[src/rtl/instr_sequencer_if.sv]
// Instruction sequencer bus: upstream instruction handshake, decoder strobe,
// execution-unit completion and status/event outputs.
interface instr_sequencer_if;
    logic        instr_valid;
    logic [15:0] instr;
    logic        instr_ready;
    logic        dec_enable;
    logic [3:0]  dec_opcode;
    logic        unit_done;
    logic        busy;
    logic        retire;
    logic        illegal;
    logic        timeout;
    logic [15:0] retire_count;

    // Sequencer side
    modport slave (
        input  instr_valid, instr, unit_done,
        output instr_ready, dec_enable, dec_opcode, busy,
               retire, illegal, timeout, retire_count
    );

    // Upstream / environment side
    modport master (
        output instr_valid, instr, unit_done,
        input  instr_ready, dec_enable, dec_opcode, busy,
               retire, illegal, timeout, retire_count
    );
endinterface

[src/rtl/instr_sequencer.sv]
// Instruction sequencer: accepts one instruction at a time, strobes the
// decoder, waits for the execution unit with a bounded timeout, and
// reports retire / illegal / timeout events. All outputs are Moore.
module instr_sequencer #(
    parameter int TIMEOUT = 255
) (
    input  logic              clk,
    input  logic              rst_n,
    instr_sequencer_if.slave  bus
);

    typedef enum logic [1:0] {IDLE, ISSUE, WAIT, RETIRE} state_t;

    // Counter value on the final permitted WAIT cycle (counter starts at 0)
    localparam logic [7:0] WAIT_LAST = 8'(TIMEOUT - 1);

    state_t      state_q, state_d;
    logic [3:0]  opcode_q, opcode_d;
    logic [7:0]  wait_cnt_q, wait_cnt_d;
    logic [15:0] retire_cnt_q, retire_cnt_d;
    logic        illegal_q, illegal_d;
    logic        timeout_q, timeout_d;

    logic        op_illegal;

    assign op_illegal = (bus.instr[15:12] == 4'b1100) ||
                        (bus.instr[15:12] == 4'b1101) ||
                        (bus.instr[15:12] == 4'b1110);

    // State and datapath registers
    always_ff @(posedge clk or negedge rst_n) begin
        if (!rst_n) begin
            state_q      <= IDLE;
            opcode_q     <= 4'h0;
            wait_cnt_q   <= 8'h00;
            retire_cnt_q <= 16'h0000;
            illegal_q    <= 1'b0;
            timeout_q    <= 1'b0;
        end else begin
            state_q      <= state_d;
            opcode_q     <= opcode_d;
            wait_cnt_q   <= wait_cnt_d;
            retire_cnt_q <= retire_cnt_d;
            illegal_q    <= illegal_d;
            timeout_q    <= timeout_d;
        end
    end

    // Next-state logic; event flags default low so each pulses one cycle
    always_comb begin
        state_d      = state_q;
        opcode_d     = opcode_q;
        wait_cnt_d   = wait_cnt_q;
        retire_cnt_d = retire_cnt_q;
        illegal_d    = 1'b0;
        timeout_d    = 1'b0;
        unique case (state_q)
            IDLE: begin
                if (bus.instr_valid) begin
                    opcode_d = bus.instr[15:12];
                    if (op_illegal) illegal_d = 1'b1;
                    else            state_d   = ISSUE;
                end
            end
            ISSUE: begin
                state_d    = WAIT;
                wait_cnt_d = 8'h00;
            end
            WAIT: begin
                // Completion wins over timeout on the last permitted cycle
                if (bus.unit_done) begin
                    state_d      = RETIRE;
                    retire_cnt_d = retire_cnt_q + 16'd1;
                end else if (wait_cnt_q == WAIT_LAST) begin
                    state_d   = IDLE;
                    timeout_d = 1'b1;
                end else begin
                    wait_cnt_d = wait_cnt_q + 8'd1;
                end
            end
            RETIRE: begin
                state_d = IDLE;
            end
            default: begin
                state_d = IDLE;
            end
        endcase
    end

    assign bus.instr_ready  = (state_q == IDLE);
    assign bus.busy         = (state_q != IDLE);
    assign bus.dec_enable   = (state_q == ISSUE);
    assign bus.dec_opcode   = opcode_q;
    assign bus.retire       = (state_q == RETIRE);
    assign bus.illegal      = illegal_q;
    assign bus.timeout      = timeout_q;
    assign bus.retire_count = retire_cnt_q;

endmodule
[src/flat_wrapper.sv]
// flat-port wrapper written by rule: the top's interface ports become plain ports
module instr_sequencer_flat 
#(
    parameter int TIMEOUT = 255
)
  (clk, rst_n, bus_instr_valid, bus_instr, bus_unit_done, bus_instr_ready, bus_dec_enable, bus_dec_opcode, bus_busy, bus_retire, bus_illegal, bus_timeout, bus_retire_count);
  instr_sequencer_if bus_i ();
  input  logic clk;
  input  logic rst_n;
  input wire logic [$bits(bus_i.instr_valid)-1:0] bus_instr_valid;
  input wire logic [$bits(bus_i.instr)-1:0] bus_instr;
  input wire logic [$bits(bus_i.unit_done)-1:0] bus_unit_done;
  output wire logic [$bits(bus_i.instr_ready)-1:0] bus_instr_ready;
  output wire logic [$bits(bus_i.dec_enable)-1:0] bus_dec_enable;
  output wire logic [$bits(bus_i.dec_opcode)-1:0] bus_dec_opcode;
  output wire logic [$bits(bus_i.busy)-1:0] bus_busy;
  output wire logic [$bits(bus_i.retire)-1:0] bus_retire;
  output wire logic [$bits(bus_i.illegal)-1:0] bus_illegal;
  output wire logic [$bits(bus_i.timeout)-1:0] bus_timeout;
  output wire logic [$bits(bus_i.retire_count)-1:0] bus_retire_count;
  assign bus_i.instr_valid = bus_instr_valid;
  assign bus_i.instr = bus_instr;
  assign bus_i.unit_done = bus_unit_done;
  assign bus_instr_ready = bus_i.instr_ready;
  assign bus_dec_enable = bus_i.dec_enable;
  assign bus_dec_opcode = bus_i.dec_opcode;
  assign bus_busy = bus_i.busy;
  assign bus_retire = bus_i.retire;
  assign bus_illegal = bus_i.illegal;
  assign bus_timeout = bus_i.timeout;
  assign bus_retire_count = bus_i.retire_count;
  instr_sequencer #(.TIMEOUT(TIMEOUT)) u_core (.clk(clk), .rst_n(rst_n), .bus(bus_i));
endmodule
[config.mk]
export PLATFORM = sky130hd
export DESIGN_NAME = instr_sequencer_flat
export DESIGN_NICKNAME = d
export VERILOG_FILES = /design/src/rtl/instr_sequencer_if.sv /design/src/rtl/instr_sequencer.sv /design/src/flat_wrapper.sv
export SDC_FILE = /design/constraint.sdc
export NUM_CORES = 1
export LEC_CHECK = 0
export ABC_AREA = 1
export CAP_MARGIN = 20
export CORE_MARGIN = 4
export CORE_UTILIZATION = 43
export CTS_CLUSTER_DIAMETER = 60
export CTS_CLUSTER_SIZE = 24
export DETAILED_ROUTE_END_ITERATION = 6
export PLACE_DENSITY = 0.83
export SETUP_SLACK_MARGIN = 0.1
export SLEW_MARGIN = 20
export SYNTH_ARGS = -nofsm -noshare
export SYNTH_HDL_FRONTEND = slang
export SYNTH_SLANG_ARGS = --single-unit
[constraint.sdc]
create_clock -name clk -period 1.26 [get_ports clk]
set_clock_uncertainty 0.15 [all_clocks]
set_input_delay 0.189 -clock clk [delete_from_list [all_inputs] [get_ports clk]]
set_output_delay 0.189 -clock clk [all_outputs]
set_load 0.01 [all_outputs]
==> results by group <==
Outcome
  • Run status: finished, violations left
  • Violated checks: setup timing

Timing
  • Hold Vio Cnt, Final: 0
  • Final period util: 119.2%
  • Worst slew margin relative to its limit: 83.89%
  • Post-layout minimum cycle time: 1.502 ns
  • Total negative slack for setup checks: -5.100 ns
  • Final setup slack of the worst path: -0.2421 ns
  • Actual slew at the worst max-slew pin: 0.2416 ns
  • RSZ-0062 raised after global routing: yes
  • Final count of pins violating max slew: 0
  • Maximum clock frequency: 665.7 MHz
  • Post-route worst hold slack: 0.1196 ns
  • Final number of setup-violating endpoints: 40

CTS
  • CTS Sinks: 32
  • Clock-pin slew of the registers on the worst-case setup and hold paths: 0.07 ns
  • CTS Root Cell: sky130_fd_sc_hd__clkbuf_8
  • Number of buffers added to fix hold violations after cts: 0
  • Clk Latency, worst-skew pair: 0.29 ns
  • TritonCTS clock tree: done
  • Buffer depth of the longest clock path: 2
  • CTS buffer count: 5
  • Total number of H-tree levels: 2

Detailed routing
  • Initial DRC count: 82
  • Total length of routed wires: 5075 um
  • Drt via density: 4.869
  • Number of optimization iterations in the first detailed-route pass: 4
  • Number of remaining DRC errors: 0
  • Routed via count: 1816
  • Wirelength per Cell: 13.61 um
  • Count of nets left with antenna violations after detail routing: 0

Floorplan
  • Total Die Area: 5103 um^2
  • Die Wd: 71.44 um
  • DIE HEIGHT: 71.44 um
  • Initial Utilization: 45.89%
  • Placement row count: 22
  • Floorplan core area: 3771 um^2
  • Number of top-level pins: 46

Critical path
  • Crit end category: flip-flop
  • Slowest-stage cell, CP: sky130_fd_sc_hd__dfrtp_1
  • Depth of the most critical reg-to-reg path: 10
  • Arrival time of data at the critical path endpoint: 1.53 ns
  • CP startpoint kind: flip-flop
  • Classification of the worst setup path: flip-flop to flip-flop
  • Largest stage delay on the critical path: 0.38 ns
  • Most used cell, CP: sky130_fd_sc_hd__nand2_4
  • Maximum fanout along the worst path: 5
  • WP buf/inv: 3
  • Critical Path, Cell by Cell: inv_1 > ha_2 > inv_2 > nor2_4 > nand2_4 > nand2_4 > nand2_8 > buf_6 > nand2_2 > nand2_1
  • Critical path's top delay family: simple AND/OR/NAND/NOR gates
  • Required time worst endpoint: 1.29 ns
  • Depth of the critical timing path with buffers and inverters included: 10

Final layout
  • Net count of the finished layout: 347
  • Share of the core filled with cells: 78.50%
  • Sequential standard cell area: 808.3 um^2
  • Proportion of layout cells with a drive suffix above 1: 51.38%
  • Most common cell after layout, fill and taps aside: sky130_fd_sc_hd__nand2_1
  • Area of combinational cells with multiple inputs: 1056 um^2
  • Most frequent cells in the layout: sky130_fd_sc_hd__nand2_1, sky130_fd_sc_hd__buf_4, sky130_fd_sc_hd__buf_6, sky130_fd_sc_hd__dfrtp_1, sky130_fd_sc_hd__inv_1
  • Diode insertion count for antenna repair: 0
  • Area Growth Syn to Fin: 71.08%
  • Fillers: 232

Global route
  • Total congestion overflow after global routing: 0
  • Pin count of the biggest net entering global routing: 33
  • First-pass GRT wire length: 7245 um
  • Number of antenna violations at the first check in global routing: 0
  • Vias in the first global route: 1692
  • Total track usage: 17.85%

Yosys
  • Synthesis warning total: 0
  • Top cells by area, synth: sky130_fd_sc_hd__dfrtp_1, sky130_fd_sc_hd__nand2_1, sky130_fd_sc_hd__inv_1
  • Sequential fraction of the synthesis area: 46.28%
  • Library cell with the largest summed area after synthesis: sky130_fd_sc_hd__dfrtp_1
  • Post-synthesis register bit count: 32
  • Cell area after synthesis: 1730 um^2
  • Avg Inst Size Synth: 7.795 um^2
  • Net Count, Synth: 245
  • Number of unique standard cell types used by synthesis: 19
  • Top-area cell type share of the netlist area: 46.28%
  • Number of instances in the synthesized netlist: 222

Placed design
  • Worst slack at placement: -0.3987 ns
  • Weighted congestion at the end of routability-driven global placement: 0.8089
  • Number of port buffers: 33
  • HPWL reported at the end of detailed placement: 2999 um

Pwr
  • Largest voltage drop on the vdd net: 0.001397 V
  • Leakage Power: 1.603 nW
  • Power density normalized to cell area: 1660 nW/um^2

Flow run
  • Maximum capacitance violations: 0

Worst hold path
  • Hold WC Path Type: input port to async pin
cells by family (layout without fill, tap and decap cells):
kind of cell / count (synthesis) / in the layout / share of synthesized area (%)
AND/OR/NAND/NOR: 131 / 131 / 34.56
flip-flops: 32 / 32 / 46.28
buffers and inverters: 32 / 135 / 7.086
XOR/XNOR: 13 / 13 / 6.580
AO/OA/AOI/OAI: 11 / 11 / 3.326
adder cells (fa/ha/maj): 3 / 3 / 2.169
registers in the layout, indices dropped and copies added, names as in the netlist:
name	count
u_core.bus.timeout	1
u_core.wait_cnt_q	8
u_core.bus.illegal	1
u_core.bus.dec_opcode	4
u_core.state_q	2
u_core.bus.retire_count	16
layout make-up:
type	instances	area share [%]
repair inverters	1	0.2113
well taps	48	2.029
repair buffers	94	27.09
flip-flops and latches	32	27.30
clock buffers	8	3.381
multi-input cells	158	35.67
inverters	32	4.311
metrics by stage:
stage	total power, mW	instance area, um^2	std cells
final	4.914	2960	373
after global routing	5.198	2960	373
after CTS	4.334	2663	361
after detailed placement	3.172	2451	339
after global placement	3.126	2451	339
after floorplan	2.255	1778	222
synth_stat cells:
master                     instances
sky130_fd_sc_hd__a21oi_1           2
sky130_fd_sc_hd__dfrtp_1          32
sky130_fd_sc_hd__ha_1              3
sky130_fd_sc_hd__inv_1            31
sky130_fd_sc_hd__inv_4             1
sky130_fd_sc_hd__nand2_1          80
sky130_fd_sc_hd__nand2_2           4
sky130_fd_sc_hd__nand2_4           4
sky130_fd_sc_hd__nand3_1          12
sky130_fd_sc_hd__nand3b_1          1
sky130_fd_sc_hd__nand4_1           3
sky130_fd_sc_hd__nor2_1           22
sky130_fd_sc_hd__nor2_4            3
sky130_fd_sc_hd__nor2_8            1
sky130_fd_sc_hd__nor3_1            1
sky130_fd_sc_hd__o21ai_0           8
sky130_fd_sc_hd__o21bai_1          1
sky130_fd_sc_hd__xnor2_1           6
sky130_fd_sc_hd__xor2_1            7
routing by layer:
| metal | vias up | routed length (um) | GRT usage, % |
|---|---|---|---|
| li1 | 879 | - | - |
| met1 | 874 | 1827 | 18.93 |
| met2 | 51 | 2864 | 33.27 |
| met3 | 12 | 267 | 5.049 |
| met4 | 0 | 116 | 6.472 |
| met5 | - | 0 | 0 |
final timing paths:
check / start / to / slack [ns]
min in group clk: bus_instr[14] / u_core.bus.dec_opcode[2]$_DFFE_PN0P_ / 0.32
worst min-delay path: rst_n / u_core.bus.retire_count[6]$_DFFE_PN0P_ / 0.12
worst max-delay path: u_core.wait_cnt_q[0]$_DFFE_PN0P_ / u_core.wait_cnt_q[3]$_DFFE_PN0P_ / -0.24
max in group asynchronous: rst_n / u_core.bus.retire_count[1]$_DFFE_PN0P_ / 0.66
worst max register to register: u_core.wait_cnt_q[0]$_DFFE_PN0P_ / u_core.wait_cnt_q[3]$_DFFE_PN0P_ / -0.24
worst min register to register: u_core.bus.dec_opcode[2]$_DFFE_PN0P_ / u_core.bus.dec_opcode[2]$_DFFE_PN0P_ / 0.33
what timing repair did:
action,CTS,global route
setup endpoints to repair,58,57
setup buffers,15,15
cloned,1,0
resized for setup,140,60
pin swaps,16,32
where the power goes:
group | internal [mW] | switching [mW] | total, mW
combinational | 1.30 | 1.24 | 2.54
clock | 0.499 | 0.391 | 0.889
sequential | 1.25 | 0.237 | 1.49
total | 3.05 | 1.87 | 4.91
Power figures use the tool's default switching activity.
